## src/rtl/pc_fetch_ctrl_if.sv

```systemverilog
// Fetch-controller bundle: redirect/stall inputs, imem handshake, IF/ID outputs.
// The master modport is the controller's view; slave is the environment's view.
interface pc_fetch_ctrl_if #(
    parameter int XLEN = 32
);
    logic            stall;
    logic            redirect_valid;
    logic [XLEN-1:0] redirect_target;
    logic            imem_req;
    logic [XLEN-1:0] imem_addr;
    logic            imem_ready;
    logic [XLEN-1:0] PC_out;
    logic [XLEN-1:0] PC_plus4;
    logic            fetch_valid;
    logic [XLEN-1:0] fetch_pc;
    logic            misalign_err;

    modport master (
        input  stall, redirect_valid, redirect_target, imem_ready,
        output imem_req, imem_addr, PC_out, PC_plus4,
        output fetch_valid, fetch_pc, misalign_err
    );

    modport slave (
        output stall, redirect_valid, redirect_target, imem_ready,
        input  imem_req, imem_addr, PC_out, PC_plus4,
        input  fetch_valid, fetch_pc, misalign_err
    );
endinterface

```

## src/rtl/pc_fetch_ctrl.sv

```systemverilog
// Program counter and fetch-request sequencer with stall, redirect and
// sticky misaligned-target detection.
module pc_fetch_ctrl #(
    parameter int              XLEN         = 32,
    parameter logic [XLEN-1:0] RESET_VECTOR = '0,
    parameter int              INSTR_BYTES  = 4
) (
    input logic           clk,
    input logic           reset,
    pc_fetch_ctrl_if.master bus
);
    localparam int OFF = $clog2(INSTR_BYTES);

    typedef enum logic [1:0] {
        BOOT  = 2'd0,
        RUN   = 2'd1,
        ERROR = 2'd2
    } state_t;

    state_t          r_state;
    logic [XLEN-1:0] r_pc;
    logic            r_fv;
    logic [XLEN-1:0] r_fpc;
    logic            r_err;
    logic [XLEN-1:0] w_pc_next;
    logic            w_aligned;

    assign w_pc_next = r_pc + XLEN'(INSTR_BYTES);
    assign w_aligned = (bus.redirect_target[OFF-1:0] == '0);

    always_ff @(posedge clk) begin
        if (reset) begin
            r_state <= BOOT;
            r_pc    <= RESET_VECTOR;
            r_fv    <= 1'b0;
            r_fpc   <= '0;
            r_err   <= 1'b0;
        end else if (bus.redirect_valid) begin
            // Redirect wins in every state; any same-cycle response is dropped.
            r_fv <= 1'b0;
            if (w_aligned) begin
                r_pc    <= bus.redirect_target;
                r_state <= RUN;
            end else begin
                r_err   <= 1'b1;
                r_state <= ERROR;
            end
        end else begin
            case (r_state)
                BOOT: begin
                    r_state <= RUN;
                    r_fv    <= 1'b0;
                end
                RUN: begin
                    if (!bus.stall) begin
                        if (bus.imem_ready) begin
                            r_pc  <= w_pc_next;
                            r_fpc <= r_pc;
                            r_fv  <= 1'b1;
                        end else begin
                            r_fv <= 1'b0;
                        end
                    end
                end
                ERROR: begin
                    r_fv <= 1'b0;
                end
                default: begin
                    r_state <= BOOT;
                end
            endcase
        end
    end

    assign bus.imem_req     = (r_state == RUN);
    assign bus.imem_addr    = r_pc;
    assign bus.PC_out       = r_pc;
    assign bus.PC_plus4     = w_pc_next;
    assign bus.fetch_valid  = r_fv;
    assign bus.fetch_pc     = r_fpc;
    assign bus.misalign_err = r_err;
endmodule

```

## src/flat_wrapper.sv

```systemverilog
// flat-port wrapper written by rule: the top's interface ports become plain ports
module pc_fetch_ctrl_flat 
#(
    parameter int              XLEN         = 32,
    parameter logic [XLEN-1:0] RESET_VECTOR = '0,
    parameter int              INSTR_BYTES  = 4
)
  (clk, reset, bus_stall, bus_redirect_valid, bus_redirect_target, bus_imem_ready, bus_imem_req, bus_imem_addr, bus_PC_out, bus_PC_plus4, bus_fetch_valid, bus_fetch_pc, bus_misalign_err);
  pc_fetch_ctrl_if #(.XLEN(XLEN)) bus_i ();
  input logic clk;
  input logic reset;
  input wire logic [$bits(bus_i.stall)-1:0] bus_stall;
  input wire logic [$bits(bus_i.redirect_valid)-1:0] bus_redirect_valid;
  input wire logic [$bits(bus_i.redirect_target)-1:0] bus_redirect_target;
  input wire logic [$bits(bus_i.imem_ready)-1:0] bus_imem_ready;
  output wire logic [$bits(bus_i.imem_req)-1:0] bus_imem_req;
  output wire logic [$bits(bus_i.imem_addr)-1:0] bus_imem_addr;
  output wire logic [$bits(bus_i.PC_out)-1:0] bus_PC_out;
  output wire logic [$bits(bus_i.PC_plus4)-1:0] bus_PC_plus4;
  output wire logic [$bits(bus_i.fetch_valid)-1:0] bus_fetch_valid;
  output wire logic [$bits(bus_i.fetch_pc)-1:0] bus_fetch_pc;
  output wire logic [$bits(bus_i.misalign_err)-1:0] bus_misalign_err;
  assign bus_i.stall = bus_stall;
  assign bus_i.redirect_valid = bus_redirect_valid;
  assign bus_i.redirect_target = bus_redirect_target;
  assign bus_i.imem_ready = bus_imem_ready;
  assign bus_imem_req = bus_i.imem_req;
  assign bus_imem_addr = bus_i.imem_addr;
  assign bus_PC_out = bus_i.PC_out;
  assign bus_PC_plus4 = bus_i.PC_plus4;
  assign bus_fetch_valid = bus_i.fetch_valid;
  assign bus_fetch_pc = bus_i.fetch_pc;
  assign bus_misalign_err = bus_i.misalign_err;
  pc_fetch_ctrl #(.XLEN(XLEN), .RESET_VECTOR(RESET_VECTOR), .INSTR_BYTES(INSTR_BYTES)) u_core (.clk(clk), .reset(reset), .bus(bus_i));
endmodule
```

## config.mk

```make
export PLATFORM = sky130hd
export DESIGN_NAME = pc_fetch_ctrl_flat
export DESIGN_NICKNAME = d
export VERILOG_FILES = /design/src/rtl/pc_fetch_ctrl_if.sv /design/src/rtl/pc_fetch_ctrl.sv /design/src/flat_wrapper.sv
export SDC_FILE = /design/constraint.sdc
export NUM_CORES = 1
export LEC_CHECK = 0
export BUFFER_PORTS_ARGS = -buffer_cell sky130_fd_sc_hd__clkbuf_2
export CORE_ASPECT_RATIO = 1.25
export CORE_UTILIZATION = 49
export CTS_CLUSTER_DIAMETER = 200
export DETAILED_ROUTE_END_ITERATION = 10
export GPL_TIMING_DRIVEN = 1
export MAX_ROUTING_LAYER = met4
export PLACE_DENSITY = 0.91
export SETUP_SLACK_MARGIN = 0.05
export SYNTH_ARGS = -nofsm -noshare
export SYNTH_HDL_FRONTEND = slang
export SYNTH_SLANG_ARGS = --single-unit
```

## constraint.sdc

```tcl
create_clock -name clk -period 2.4 [get_ports clk]
set_input_delay 0.36 -clock clk [delete_from_list [all_inputs] [get_ports clk]]
set_output_delay 0.36 -clock clk [all_outputs]
set_load 0.01 [all_outputs]
```

---- Yosys cells after proc, flatten, opt, wreduce, memory -nomap -nowiden ----
Cells that the tools add are included.
cells by class
  reductions and logical operators ........ 12
  bitwise gates (word level) .............. 3
  multiplexer cells ....................... 11
  add/sub/neg operators ................... 1
  eq/ne operators ......................... 6
operator list
  cell                                                   number
  two-way mux 32 bit                                     5
  adder 32 x 3 -> 32 bit, second input constant          1
  AND reduction 4 bit                                    2
  inequality test 2 x 1 -> 1 bit, second input constant  3
  nonzero test 2 bit                                     3
  OR reduction 2 bit                                     3
  zero test 2 bit                                        2
  two-way mux 2 bit                                      2
  one-hot mux 2 bit (2 select lines)                     1
  AND reduction 2 bit                                    2
  NOT 1 bit                                              3
  equality test 2 x 1 -> 1 bit, second input constant    1
  equality test 2 bit, second input constant             1
  two-way mux 1 bit                                      2
  inequality test 2 bit, second input constant           1
  one-hot mux 1 bit (2 select lines)                     1
storage, ports and cells
  input bits .............................. 37
  flip-flop bits (word level) ............. 68
  word-level logic and storage cells ...... 38
  output and inout bits ................... 131

---- Logic depth before layout (Yosys ltp) ----
  depth after elaboration ................. 5
  gate-level depth with buffers ........... 8
  mapped depth without buffers ............ 6

---- Least setup slack after synthesis ----
OpenSTA, ideal clock, no wires.
  path kind ............................... reg2out
  from .................................... register u_core.r_pc[3], in the netlist u_core.bus.PC_out[3]
  to ...................................... output bus_PC_plus4[20]
  data arrival time ....................... 1.874 ns
  buffers on the path ..................... 1
  cell stages (with the launch flop) ...... 7
  path slack .............................. 0.166 ns
  data required time ...................... 2.040 ns
  path through ............................ dfxtp_1 ha_1 nand3_1 nor4_2 buf_4 nand3_1 xnor2_1
between the ends
  word-level cells in the longest chain between the ends .. 1
RTL lines
  item                    RTL line             source
  start, declared         pc_fetch_ctrl.sv:21  logic [XLEN-1:0] r_pc;
  start signal, assigned  pc_fetch_ctrl.sv:42  r_pc <= bus.redirect_target;
  start signal, assigned  pc_fetch_ctrl.sv:57  r_pc <= w_pc_next;
  adder 32 x 3 -> 32 bit  pc_fetch_ctrl.sv:28  assign w_pc_next = r_pc + XLEN'(INSTR_BYTES);
  end, declared           flat_wrapper.sv:19   output wire logic [$bits(bus_i.PC_plus4)-1:0] bus_PC_plus4;
No other way between the ends.

---- Worst setup path after layout ----
Same ends and word-level chain as after synthesis.

==> qor.txt <==
Mapped Avg Cell Area - 7.51 sq um
Core ar. - 8240 sq um
CP Data Arrival Time - 1.96 ns
row count - 37
TNS Setup - 0 ns
Slew Limit Fails - 0
Final nets - 732
unrepaired setup endpoints after global routing - true
vias in the first global route - 4,369
final WL - 13,600 um
total global-route track usage - 30.7%
Pwr per Cell Area - 484 nW/um^2
initial core utilization - 50.7%
Detail Route Antenna Nets - 0
actual slew at the worst max-slew pin - 0.456 ns
Seq/Total Area, Yosys - 32.6%
drt first pass iters - 7
Post-Synth Adder-Cell Area - 1.20%
Crit Path Category - reg2out
largest net degree at the start of global routing - 47
Lkg Pwr - 2.37 nW
Num Clock Sinks - 68
initial antenna violation count - 0
share of the clock period used by the worst path after layout - 96.8%
H-tree levels - 3
CTS root buf - clkbuf_8
die span in y - 105 um
share of post-route cells with drive strength above 1 - 40.4%
Cell Area, Synth - 4180 sq um
VDD IR-drop max - 0.287 mV
via count - 4,694
Inserted Diodes - 0
CTS tree - built
largest area contributor in the netlist - dfxtp_1
most area-consuming cells after synthesis - dfxtp_1 33%, nand2_1 8.5%, buf_4 6.8%
Max Fanout on Critical Path - 5
combinational family with the most area after synthesis - simple AND/OR/NAND/NOR gates
fin area - 5390 sq um
clk buf depth - 2
vias per cell - 5.92
drt wl/cell - 17.1 um
fin crit period - 2.32 ns
Setup crit start kind - flop
Main synth FF type - dfxtp_1
port buffer count - 167
first-pass GRT wire length - 21,100 um
Worst-Skew Late Latency - 0.36 ns
sequential share of power - 45.8%
final setup fails - 0
Worst EP required - 2.04 ns
die area - 8910 sq um
overflow left after global routing - 0
chip width - 84.6 um
Net Count, Synth - 598
Synth Area in Compound Gates - 18.9%
post-DP HPWL - 9340 um
Max Cap Viol - 0
final hold violations - 0
status - complete, no violations
final core utilization - 65.4%
Switching Power - 0.000702 W
DRC Markers - 0
synth warn - 0
post-synthesis mux area share - 0.958%
XOR/XNOR Fraction of Synth Area - 5.24%
fmax - 0.430 GHz
dpl cell area - 4940 sq um
Worst Clk Skew - 0.00791 ns
Int Pwr - 0.00190 W
Tightest Hold Check Type - in2reg
Combinational Power Share - 13.5%
Synth Instances - 557
CTS Buf Count - 9
area share of the leading cell type in the synthesized netlist - 32.6%
crit end category - primary output
Layout Area Growth over Synthesis - 28.8%
EDFF count, synth - 0
GPL Wtd Cong - 0.941
Clock transition at path regs - 0.07 ns
synth unique cells - 59
switching fraction of total power - 27.0%
initial drt markers - 359
Post-Synth Simple-Gate Area - 27.7%
FF+latch count, synth - 68
share of async-settable or async-resettable flops after synthesis - 0%
I/O pins - 168
clock share of power - 40.7%
Slew headroom - 69.6%
==> path summary, 6_finish.rpt <==
kind | endpoint | slack, ns | startpoint | depth (start not counted)
setup / recovery | bus_PC_plus4[20] | 0.08 | u_core.bus.PC_out[3]$_SDFFE_PP0P_ | 7
hold / removal | u_core.bus.PC_out[2]$_SDFFE_PP0P_ | 0.25 | bus_redirect_target[2] | 3
setup reg to reg | u_core.bus.PC_out[20]$_SDFFE_PP0P_ | 0.39 | u_core.r_state[1]$_SDFFE_PP0P_ | 7
hold reg to reg | u_core.bus.fetch_pc[23]$_SDFFE_PP0P_ | 0.46 | u_core.bus.fetch_pc[23]$_SDFFE_PP0P_ | 2
==> cells in the mapped netlist (4+ instances only) <==
cell type  number
a21oi_1        55
a31oi_1        15
and3_1         17
and4_1          7
buf_2          12
buf_4          38
clkbuf_1       39
dfxtp_1        68
ha_1            4
inv_1          12
mux2i_1         4
nand2_1        95
nand3_1        23
nand4_1        13
nor2_1         18
nor3_1         18
nor4_1          8
o21ai_0        12
o311ai_0        5
o31ai_1         5
o41ai_1         4
xnor2_1        17
xor2_1          8
==> critical path: stages, from the launching register on <==
cell and delay [ns]:
dfxtp_2 0.36, ha_4 0.17, nand3_4 0.13, nor4_4 0.23, buf_4 0.18, nand3_1 0.14, xnor2_2 0.22, clkbuf_2 0.17
==> layout make-up <==
cell class | count | area (sq um)
Fill cell | 713 | 2850
Clock inverter | 5 | 75.1
Timing Repair Buffer | 216 | 1210
Tap cell | 97 | 121
Sequential cell | 68 | 1400
Clock buffer | 11 | 141
Inverter | 12 | 45.0
Multi-Input combinational cell | 384 | 2400
==> layout by cell type (no fill, tap or decap), drive strengths merged, types with 4 or more instances in the layout <==
master	count
a21oi	55
a31oi	15
and3	17
and4	8
buf	51
clkbuf	176
dfxtp	68
ha	4
inv	12
mux2i	4
nand2	95
nand3	24
nand4	14
nor2	18
nor3	18
nor3b	4
nor4	9
o21ai	12
o311ai	5
o31ai	5
o41ai	4
xnor2	17
xor2	8
==> timing repair <==
| action | CTS | global route |
|---|---|---|
| hold buffers | 0 | 0 |
| resized for setup | 13 | 37 |
| setup endpoints to repair | 17 | 16 |
| buffers inserted | 5 | 5 |
| pin swaps | 2 | 5 |
==> metrics by stage <==
stage / std cells / worst slack [ns] / power (W) / hold slack [ns]
after floorplan: 557 / 0.166 / 0.00143 / 0.476
final: 793 / 0.0761 / 0.00261 / 0.249
after CTS: 788 / 0.0447 / 0.00261 / 0.242
after global routing: 793 / 0.0142 / 0.00270 / 0.277
after global placement: 767 / 0.343 / 0.00155 / 0.442
after detailed placement: 767 / 0.305 / 0.00156 / 0.447
==> registers in the layout (all words and copies together) (netlist names) <==
| name | flops |
|---|---|
| u_core.bus.PC_out | 32 |
| u_core.bus.fetch_pc | 32 |
| u_core.bus.fetch_valid | 1 |
| u_core.bus.misalign_err | 1 |
| u_core.r_state | 2 |
==> metal layers <==
layer	part of all wire [%]	routed length, um	up-vias	global-route usage (%)
li1	-	-	2201	-
met1	39	5350	2220	35.1
met2	51	6950	236	53.3
met3	7.0	944	37	5.72
met4	2.4	323	0	11.5
met5	0	0	-	-
==> kinds of logic after synthesis <==
kind of cell,Yosys count
xor+xnor,25
buf+inv,105
compound gates,125
fa+ha+maj,4
flops,68
mux,4
simple gates,226
==> power groups by stage <==
stage	clock [W]	sequential, W	combinational (W)
CTS	0.00107	0.00119	0.000346
global placement	0	0.00122	0.000335
detailed placement	0	0.00122	0.000342
finish	0.00106	0.00119	0.000351
global route	0.00112	0.00120	0.000379
floorplan	0	0.00121	0.000218
Power figures use the tool's default switching activity.
